**config.mk**
```make
export PLATFORM = sky130hd
export DESIGN_NAME = led_trail_pwm
export DESIGN_NICKNAME = d
export VERILOG_FILES = /design/src/rtl/led_pkg.sv /design/src/rtl/led_trail_cell.sv /design/src/rtl/led_trail_pwm.sv
export SDC_FILE = /design/constraint.sdc
export NUM_CORES = 1
export LEC_CHECK = 0
export CAP_MARGIN = 40
export CORE_ASPECT_RATIO = 1.2
export CORE_MARGIN = 4
export CORE_UTILIZATION = 50
export DETAILED_ROUTE_END_ITERATION = 16
export MAX_ROUTING_LAYER = met4
export PLACE_DENSITY = 0.75
export RECOVER_POWER = 50
export SYNTH_ARGS = -nofsm -noshare
export SYNTH_HDL_FRONTEND = slang
export SYNTH_HIERARCHICAL = 1
export SYNTH_SLANG_ARGS = --single-unit
```
**constraint.sdc**
```tcl
create_clock -name clock -period 2.9 [get_ports clock]
set_input_delay 0.29 -clock clock [delete_from_list [all_inputs] [get_ports clock]]
set_output_delay 0.29 -clock clock [all_outputs]
set_load 0.01 [all_outputs]
```
**src/rtl/led_pkg.sv**
```systemverilog
// Shared constants and types for the LED afterglow display stage.
package led_pkg;

  // Brightness resolution: levels 0..BRIGHT_MAX, PWM period BRIGHT_MAX cycles.
  localparam int BRIGHT_W   = 4;
  localparam int BRIGHT_MAX = (1 << BRIGHT_W) - 1;

  // Default prescale: clock cycles per one-level decay step (must be >= 2).
  localparam int DECAY_DIV_DEFAULT = 250000;

  typedef logic [BRIGHT_W-1:0] level_t;

endpackage

```
**src/rtl/led_trail_cell.sv**
```systemverilog
// One LED: brightness level register, PWM comparator and registered drive.
module led_trail_cell
  import led_pkg::*;
(
  input  logic   clock,
  input  logic   reset,
  input  logic   enable,
  input  logic   set,
  input  logic   decay_tick,
  input  level_t pwm_cnt,
  output logic   led
);

  level_t level;

  // Level update (set beats decay, floor at 0) and PWM drive from the held level.
  // NOTE: non-blocking assignments so the comparator sees the level from before
  // this edge, which gives the two-edge set-to-output latency.
  always_ff @(posedge clock or posedge reset) begin
    if (reset) begin
      level <= '0;
      led   <= 1'b0;
    end else if (enable) begin
      led <= (level > pwm_cnt);
      if (set) begin
        level <= level_t'(BRIGHT_MAX);
      end else if (decay_tick && (level != '0)) begin
        level <= level - level_t'(1);
      end
    end else begin
      led <= 1'b0;
    end
  end

endmodule

```
**src/rtl/led_trail_pwm.sv**
```systemverilog
// Afterglow LED driver: shared decay prescaler and PWM counter feeding one
// led_trail_cell per LED.
module led_trail_pwm
  import led_pkg::*;
#(
  parameter int N_LEDS    = 10,
  parameter int DECAY_DIV = DECAY_DIV_DEFAULT
) (
  input  logic              clock,
  input  logic              reset,
  input  logic              enable,
  input  logic [N_LEDS-1:0] pattern,
  output logic [N_LEDS-1:0] led_out
);

  localparam int              DIV_W    = $clog2(DECAY_DIV);
  localparam logic [DIV_W-1:0] DIV_LAST = DIV_W'(DECAY_DIV - 1);
  localparam level_t          PWM_LAST = level_t'(BRIGHT_MAX - 1);

  logic [DIV_W-1:0] div_cnt;
  level_t           pwm_cnt;
  logic             decay_tick;

  assign decay_tick = (div_cnt == DIV_LAST);

  // Free-running prescaler and PWM phase; both freeze while disabled.
  always_ff @(posedge clock or posedge reset) begin
    if (reset) begin
      div_cnt <= '0;
      pwm_cnt <= '0;
    end else if (enable) begin
      div_cnt <= decay_tick ? '0 : div_cnt + DIV_W'(1);
      pwm_cnt <= (pwm_cnt == PWM_LAST) ? '0 : pwm_cnt + level_t'(1);
    end
  end

  for (genvar i = 0; i < N_LEDS; i++) begin : g_cell
    led_trail_cell u_cell (
      .clock      (clock),
      .reset      (reset),
      .enable     (enable),
      .set        (pattern[i]),
      .decay_tick (decay_tick),
      .pwm_cnt    (pwm_cnt),
      .led        (led_out[i])
    );
  end

endmodule

```
==> summary.txt <==
Timing
  • Final worst path period need: around 2.8 ns
  • Final period util: 0.963
  • Final hold viol count: 0
  • Final max-slew violation count: 0
  • Setup violators final: 0
  • Worst-Margin Slew: ~0.76 ns
  • Setup Skew: 0.00771 ns
  • Peak Freq: 0.358 GHz
  • Slew HR: 0.494
  • Min Hold Slack: 0.300 ns

Clock network
  • Total CTS buffers: 9
  • Root buf cell: clkbuf_8
  • H-tree Lvls: 3
  • CTS Buffer Depth: 2
  • Clock sinks: a little over 70
  • CTS tree: built
  • Clk_lat worst skew: 0.36 ns
  • Post-CTS Hold Buffers: 0
  • Clock slew at reported path FFs: about 0.070 ns

Final layout
  • Final net count: ~600
  • Register area: 1800 um2
  • Area occupied by multi-input gates: about 2800 um2
  • Area delta synth->final: 14.0%
  • Final core occ: 0.593
  • # diodes: 0
  • FILL cells: slightly below 800
  • Layout cells sized above 1: 0.153

Critical path
  • R2R depth: 7
  • R2r setup slk: approximately 0.11 ns
  • FF-to-FF Start: div_cnt[6]
  • Critical Path AT: 3.05 ns
  • Worst flop-to-flop path endpoint: g_cell[5].u_cell/level[3]
  • Worst-path fanout max: 15
  • Crit path capture type: flip-flop
  • Crit path launch type: flip-flop
  • WP data required: between 3 and 4 ns
  • Critical path class: reg2reg

Synthesis
  • Synth warnings: 6
  • Synth Instances: between 400 and 500
  • Count of flip-flops with a built-in enable after synthesis: 0
  • #FFs+latches synth: 72
  • Cell variety after synth: 42
  • Share of the synthesized area in the top cell type: 0.376
  • Sequential area share after synthesis: 0.376
  • Biggest area consumer among synthesized cells: dfrtp_1
  • Net Count, Synth: 561
  • Mux contribution to synthesized area: 0.00209
  • Synth Area in Compound Gates: 0.204
  • Most instantiated cells after synthesis: 72 x dfrtp_1, 64 x inv_1, 51 x ha_1
  • Ys flop type: dfrtp_1
  • Area contributors post-synth: dfrtp_1 38%, ha_1 13%, inv_1 5.0%
  • Largest family of logic cells by synthesized area: simple AND/OR/NAND/NOR gates
  • Async SR Flop Fraction: 1.00
  • Simple-gate share of the synthesized area: 0.212
  • Avg Synthesized Cell Area: 9.65 um2
  • Xor and xnor area share after synthesis: 0.0219
  • Post-Synth Adder-Cell Area: 0.133
  • Top-count cell post-synth: dfrtp_1
  • Synthesized area: between 4000 and 5000 um2

Worst hold path
  • Endpoint, Worst Hold: div_cnt[1]
  • Worst hold start: enable
  • Cell count of the worst hold path: 3
  • Hold crit path type: in2reg

Power
  • VDD IR max: roughly 0.0004 V
  • Net switching power figure: about 1200 uW
  • Internal power: 2150 uW
  • Clock power frac: 0.241
  • Combinational share of power: 0.335
  • LEAKAGE: 0.00235 uW
  • Sw frac: 0.362
  • Flop pwr share: 0.424
  • Pwr dens: 617 nW/um2

Place
  • Placer Congestion: between 0.8 and 0.9
  • Detail Placement HPWL: 7560 um
  • Port Buffers: 22

Route
  • DRT iter0 DRCs: 235
  • Vias per cell: approximately 6
  • Routed WL: 10600 um
  • DRT Pass-1 Iters: 4
  • DR WL/cell: around 16 um
  • Post-route ant nets: 0
  • Drt drc: 0
  • Vias post-DR: 3964

GRT
  • GRT Util Overall: 0.203
  • Vias in the first global route: 4127
  • Largest net degree at the start of global routing: 53
  • First-pass GRT wire length: approximately 18000 um
  • Initial antenna violation count: 0
  • GRT overflow: 0

Die
  • Die Wd: 97.4 um
  • Ports: 23
  • Initial core utilization: 0.520
  • Core Area: 9220 um2
  • Die Y: between 100 and 150 um
  • Die ar.: ~11000 um2
  • Rows: 38

Job
  • Max Cap Viol: 0

Status
  • Status: finished, final reports clean
-- how the worst max path moves through the flow --
stage / startpoint / to / slack (ns) / depth (start not counted)
after floorplan: div_cnt[13] / g_cell[0].u_cell/level[3] / 0.007 / 6
after global placement: div_cnt[6] / g_cell[5].u_cell/level[3] / 0.26 / 7
after detailed placement: div_cnt[6] / g_cell[1].u_cell/level[3] / 0.07 / 7
after CTS: div_cnt[6] / g_cell[9].u_cell/level[3] / 0.09 / 7
after global routing: div_cnt[6] / g_cell[5].u_cell/level[3] / -0.0004 / 7
final: div_cnt[6] / g_cell[5].u_cell/level[3] / 0.11 / 7
-- registers in the layout, summed over array words and instances (netlist names) --
signal	flops
g_cell.u_cell/level	40
g_cell.u_cell/led	10
div_cnt	18
pwm_cnt	4
-- final cells by class --
class                      count  area share
tap                          120      0.0275
clock buffer                  13      0.0291
multi-input combinational    360       0.511
timing repair buffer          30      0.0513
inverter                      64      0.0440
clock inverter                 3     0.00733
sequential                    72       0.330
-- power groups by stage --
stage	sequential, uW	clock, uW	combinational [uW]
after global routing	1460	885	1300
after detailed placement	1450	0	1130
final	1430	814	1130
after floorplan	1390	0	762
after global placement	1440	0	1030
after CTS	1430	838	1140
-- worst max-delay path: stages (launching register included) --
cell	delay [ns]
dfrtp_1	0.44
or4_1	0.52
or4_4	0.57
nor2_4	0.17
buf_4	0.22
nor4b_1	0.38
a211oi_1	0.14
a311oi_1	0.26
-- metrics by stage --
step	setup slack, ns	instance area [um2]	setup TNS (ns)	total power, uW	instances
after floorplan	0.00703	4800	0	2150	497
final	0.108	5470	0	3370	662
after CTS	0.0862	5430	0	3400	662
after global routing	-0.000412	5470	-0.000412	3650	662
after detailed placement	0.0731	5230	0	2570	646
after global placement	0.257	5230	0	2470	646
-- kinds of logic (layout without fill, tap and decap cells) --
logic type,after synthesis,after routing
muxes,1,1
AOI/OAI and AO/OA,133,133
DFF,72,72
adders and majority gates,51,51
xor gates and xnor gates,12,12
buffers and inverters,65,110
and+or+nand+nor,163,163
-- layout by cell type, fill, tap and decap left out, types with 3 or more instances in the layout --
master / Yosys / layout
and2b_2: 10 / 10
dfrtp_1: 72 / 72
nand3_1: 9 / 9
ha_1: 51 / 51
inv_1: 64 / 64
xor2_1: 3 / 3
a21oi_1: 31 / 31
a41oi_1: 10 / 10
nand2_1: 33 / 33
clkdlybuf4s50_1: 0 / 20
nor3_1: 3 / 3
nor4_1: 4 / 4
xnor2_1: 9 / 9
clkbuf_8: 0 / 11
nor2_1: 30 / 30
nor4b_1: 12 / 5
o211ai_1: 11 / 11
buf_4: 0 / 5
and3_4: 10 / 10
o21ai_0: 4 / 4
a31oi_1: 10 / 10
a311oi_1: 11 / 11
a211oi_2: 10 / 10
nand4_1: 19 / 19
a21o_2: 10 / 10
o22ai_1: 12 / 12
a211oi_1: 20 / 20
or3b_4: 10 / 10
nor4b_2: 0 / 7
nor2b_1: 10 / 10
clkbuf_1: 1 / 4
-- repair_timing --
action / CTS / global route
setup endpoints to repair: 0 / 7
buffers inserted: 0 / 0
gates resized for setup: 0 / 7
-- layer usage --
layer,GRT usage,vias up,routed length (um)
met1,0.233,1931,4490
met5,-,-,0
met3,0.0346,17,356
met4,0.0794,0,226
li1,-,1950,-
met2,0.357,66,5540
Note: power is estimated with default switching activity, not from simulation.
